<file path="src/rtl/paddle_drawer.sv">
// Paddle strip renderer: on a start request it rasterises a PAD_H-row strip
// across the full screen width, one pixel per clock, painting the paddle in
// FG_COLOR around a latched centre column and everything else in BG_COLOR.
// Between scans the internal key-driven paddle position is updated.
module paddle_drawer #(
    parameter int          SCREEN_W = 120,
    parameter int          PAD_W    = 7,
    parameter int          PAD_H    = 3,
    parameter int          ROW_Y    = 112,
    parameter logic [2:0]  FG_COLOR = 3'b001,
    parameter logic [2:0]  BG_COLOR = 3'b000
) (
    input  logic       clock,
    input  logic       reset,
    input  logic       start,
    input  logic       erase_only,
    input  logic       use_ext,
    input  logic [7:0] ext_pos,
    input  logic       move_left,
    input  logic       move_right,
    output logic [7:0] x,
    output logic [6:0] y,
    output logic [2:0] color,
    output logic       plot,
    output logic       busy,
    output logic       done,
    output logic [7:0] cur_pos
);

    typedef enum logic [1:0] {IDLE, SCAN, DONE} state_t;

    localparam int                  ROW_BITS = (PAD_H > 1) ? $clog2(PAD_H) : 1;
    localparam logic [7:0]          MAX_POS  = 8'(SCREEN_W - 1);
    localparam logic [7:0]          HOME_POS = 8'((SCREEN_W - 1) / 2);
    localparam logic [ROW_BITS-1:0] LAST_ROW = ROW_BITS'(PAD_H - 1);
    localparam logic [8:0]          HALF9    = 9'(PAD_W / 2);
    localparam logic [8:0]          WIDTH9   = 9'(SCREEN_W);
    localparam logic [6:0]          ROW_Y7   = 7'(ROW_Y);

    state_t              state;
    logic [7:0]          col;
    logic [ROW_BITS-1:0] row;
    logic [7:0]          centre;
    logic                erase_lat;

    logic [7:0] sel_pos;
    logic [7:0] clamp_pos;
    logic       in_paddle;
    logic [2:0] pix_color;
    logic       last_pix;

    // Centre selection with clamping, and paddle hit test done in 9 bits so
    // neither col+HALF nor centre+HALF can wrap near the screen edges.
    always_comb begin
        sel_pos   = use_ext ? ext_pos : cur_pos;
        clamp_pos = ({1'b0, sel_pos} >= WIDTH9) ? MAX_POS : sel_pos;
        in_paddle = (({1'b0, col} + HALF9) >= {1'b0, centre}) &&
                    ({1'b0, col} <= ({1'b0, centre} + HALF9));
        pix_color = (!erase_lat && in_paddle) ? FG_COLOR : BG_COLOR;
        last_pix  = (col == MAX_POS) && (row == LAST_ROW);
    end

    // Scan FSM with registered pixel outputs and the key-driven position.
    always_ff @(posedge clock) begin
        if (!reset) begin
            state     <= IDLE;
            col       <= '0;
            row       <= '0;
            centre    <= '0;
            erase_lat <= 1'b0;
            x         <= '0;
            y         <= '0;
            color     <= '0;
            plot      <= 1'b0;
            busy      <= 1'b0;
            done      <= 1'b0;
            cur_pos   <= HOME_POS;
        end else begin
            case (state)
                IDLE: begin
                    plot <= 1'b0;
                    done <= 1'b0;
                    if (start) begin
                        centre    <= clamp_pos;
                        erase_lat <= erase_only;
                        col       <= '0;
                        row       <= '0;
                        busy      <= 1'b1;
                        state     <= SCAN;
                    end else begin
                        // Opposing keys cancel; both ends saturate.
                        case ({move_left, move_right})
                            2'b01: if (cur_pos != MAX_POS) cur_pos <= cur_pos + 8'd1;
                            2'b10: if (cur_pos != 8'd0)    cur_pos <= cur_pos - 8'd1;
                            default: ;
                        endcase
                    end
                end
                SCAN: begin
                    plot  <= 1'b1;
                    x     <= col;
                    y     <= ROW_Y7 + 7'(row);
                    color <= pix_color;
                    if (last_pix) begin
                        state <= DONE;
                    end else if (row == LAST_ROW) begin
                        row <= '0;
                        col <= col + 8'd1;
                    end else begin
                        row <= row + ROW_BITS'(1);
                    end
                end
                DONE: begin
                    plot  <= 1'b0;
                    done  <= 1'b1;
                    busy  <= 1'b0;
                    col   <= '0;
                    row   <= '0;
                    state <= IDLE;
                end
                default: state <= IDLE;
            endcase
        end
    end

endmodule

</file>
<file path="config.mk">
export PLATFORM = sky130hd
export DESIGN_NAME = paddle_drawer
export DESIGN_NICKNAME = d
export VERILOG_FILES = /design/src/rtl/paddle_drawer.sv
export SDC_FILE = /design/constraint.sdc
export NUM_CORES = 1
export LEC_CHECK = 0
export CELL_PAD_IN_SITES_DETAIL_PLACEMENT = 2
export CELL_PAD_IN_SITES_GLOBAL_PLACEMENT = 2
export CORE_ASPECT_RATIO = 0.9
export CORE_UTILIZATION = 32
export CTS_CLUSTER_DIAMETER = 120
export CTS_CLUSTER_SIZE = 28
export DETAILED_ROUTE_END_ITERATION = 12
export GPL_ROUTABILITY_DRIVEN = 1
export GPL_TIMING_DRIVEN = 1
export PLACE_DENSITY_LB_ADDON = 0.1
export SYNTH_ARGS = -nofsm -noshare
export SYNTH_HDL_FRONTEND = slang
export SYNTH_SLANG_ARGS = --single-unit
</file>
<file path="constraint.sdc">
create_clock -name clock -period 3.12 [get_ports clock]
set_clock_uncertainty 0.2 [all_clocks]
set_input_delay 0.468 -clock clock [delete_from_list [all_inputs] [get_ports clock]]
set_output_delay 0.468 -clock clock [all_outputs]
set_load 0.02 [all_outputs]
</file>
==> impl_metrics.toml <==
[logic_synthesis]
netlist_top_cells_area = "dfxtp_1 (31%), ha_1 (12%), nand2_1 (5.1%), a21oi_1 (4.1%), xor2_1 (3.8%)"
synth_commonest_cells = "dfxtp_1 (44), nand2_1 (38), ha_1 (27), a21oi_1 (23), nor2_1 (23)"
synth_top_area_share = 0.315
syn_inst = 324
synth_top_area_cell = "dfxtp_1"
async_reset_ff_frac = 0
synthesis.area_mm2 = 0.00280
avgSynthCellArea_um2 = 8.64
synth-edff-count = 0
synth_ff_type = "dfxtp_1"
ys_ff_latch = 44
yosysMostFrequentCell = "dfxtp_1"
seq_area_frac_synth = 0.315
ys_types = 53
yosys_warnings = 0

[cts]
cts_setup_buffers = 0
cts-resized-gates = 0
clock-sinks = 44
cts_tree = "yes"
clockBufferDepth = 2
clk_pin_slew_ns = 0.10
cts_buffers = 5
holdBufCountCts = 0
clk_latency_ns = 0.30
htreeDepth = 2
cts_root_buf = "clkbuf_8"

[detailed_routing]
wl_per_cell_um = 16.5
detail-route-antenna-nets = 0
drt_iter0_drc = 35
viasPerCell = 5.13
dr.pass1.iters = 4
drc = 0
wl_met3_um = 147
vias = 2468
dr_wl_met2_um = 3790
drt_wl_total_um = 7940
wl_met1_um = 3950
dr.max_layer_used = "met4"

[critical_path]
path_class = "input pin to register"
worst_ep_arrival_time_ns = 2.81
worst-r2r-cell-count = 11
crit_required_ns = 3.16
cp_max_fo = 9
cp_cell_sequence = "clkdlybuf4s50_1 -> ha_1 -> ha_1 -> a211oi_1 -> o21ai_1 -> nor3_1 -> nor2_1 -> a211oi_1 -> mux2i_1"
cp.depth = 9
cp_top_family = "compound AO/OA/AOI/OAI gates"
cp.buffers_inverters = 1
critPathLaunchType = "input pin"
cp_slowest_cell = "clkdlybuf4s50_1"
endpoint_kind = "register"
cpPeakStageDelay_ns = 0.49

[timing]
slew_viol_final = 0
setup-violations-final = 0
hold_violations = 0
rsz0062_at_grt = "no"
timing.final.crit_share = 0.890
slew_headroom = 0.530
tns_ns = 0
clock.fmax_mhz = 360
period_needed_ns = 2.78
worstMarginPinSlew_ns = 0.705

[min_path]
hold_class = "register to register"
holdPathStages = 2

[layout]
post-route-util = 0.413
nets = 408
nFillCells = 952
synthToLayoutAreaGrowth_pct = 21.8
layoutNonFillerInstCount = 481
diodes = 0
final_layout_size_suffix_gt1_frac = 0.0874
final_cell_area_mm2 = 0.00341

[grt]
grt_pass1_wl_um = 13600
grt_pass1_vias = 2682
antenna_found_initial = 0
overflow = 0
grt_util_all_layers = 0.190
grt_max_degree = 29

[place]
gp_congestion = 0.836
io_buffers = 39
place_area_mm2 = 0.00329
hpwl_um = 6110
placed_cells = 473

[floorplan]
die_h_um = 90.7
initial_core_util = 0.339
die-area_mm2 = 0.00913
num_rows = 31
core_mm2 = 0.00826
die_w_um = 101
ioPinCount = 44

[power]
leakagePower_nw = 1.35
p_per_area_mw_per_mm2 = 415
irDropWorstVdd_mv = 0.198
power_mw = 1.41

[job]
drv_cap = 0

[outcome]
status = "finished clean"
==> layout by cell type (no fill, tap or decap), types with 5 or more instances in the layout <==
master	instances
o21ai_0	14
buf_4	10
nand4_1	8
xor2_1	12
nand3_1	5
clkbuf_8	5
a21oi_1	23
inv_1	20
clkdlybuf4s50_1	39
mux2i_1	9
o211ai_1	5
nand2_1	38
xnor2_1	11
ha_1	27
nor2_1	23
nand2b_1	6
nor3_1	7
dfxtp_1	44
==> state kept, by name (all words and copies together), names as in the netlist, 2 cells and up <==
register  cells
cur_pos       8
centre        8
state         2
row           2
y             3
x             8
col           8
==> metal layers <==
metal,track usage,up-vias
li1,-,1209
met1,0.261,1229
met2,0.314,25
met3,0.0263,5
met4,0.0362,0
met5,0,-
==> stage by stage <==
| step | hold slack [ns] | setup slack [ns] |
|---|---|---|
| floorplan | 0.233 | 0.689 |
| global placement | 0.245 | 0.162 |
| detailed placement | 0.254 | 0.0537 |
| CTS | 0.269 | 0.357 |
| global route | 0.291 | 0.0783 |
| finish | 0.262 | 0.344 |
==> power by group <==
group	internal, mW	leakage, nW	switching [mW]
clock	0.242	0.0548	0.223
combinational	0.146	0.932	0.183
sequential	0.587	0.359	0.0329
total	0.975	1.35	0.440
==> final timing paths <==
kind | startpoint | end | slack [ns]
setup reg to reg | centre[0] | color[0] | 0.38
hold / removal | x[0] | x[0] | 0.26
setup / recovery | move_left | cur_pos[7] | 0.34
hold reg to reg | x[0] | x[0] | 0.26
==> worst min-delay path, cell delays in order (launching register included) <==
cell	delay, ns
dfxtp_1	0.32
nand2_1	0.05
a21oi_1	0.05
==> cells by family (layout without fill, tap and decap cells) <==
| family | after synthesis | in the layout | share of synthesized area |
|---|---|---|---|
| simple gates | 106 | 106 | 0.185 |
| buf+inv | 38 | 77 | 0.0715 |
| mux | 10 | 10 | 0.0362 |
| fa+ha+maj | 28 | 28 | 0.128 |
| other cells | 1 | 4 | 0.00134 |
| flops | 44 | 44 | 0.315 |
| xor+xnor | 23 | 23 | 0.0720 |
| compound gates | 74 | 74 | 0.192 |
==> cell type report <==
| cell class | count | area, µm² | share of cell area |
|---|---|---|---|
| clock buffers | 5 | 68.8 | 0.0202 |
| repair buffers | 49 | 465 | 0.137 |
| multi-input cells | 245 | 1730 | 0.507 |
| inverters | 20 | 75.1 | 0.0220 |
| well taps | 115 | 144 | 0.0422 |
| flip-flops and latches | 44 | 881 | 0.258 |
| clock inverters | 3 | 46.3 | 0.0136 |
No activity file was read; power rests on OpenSTA's default activity.
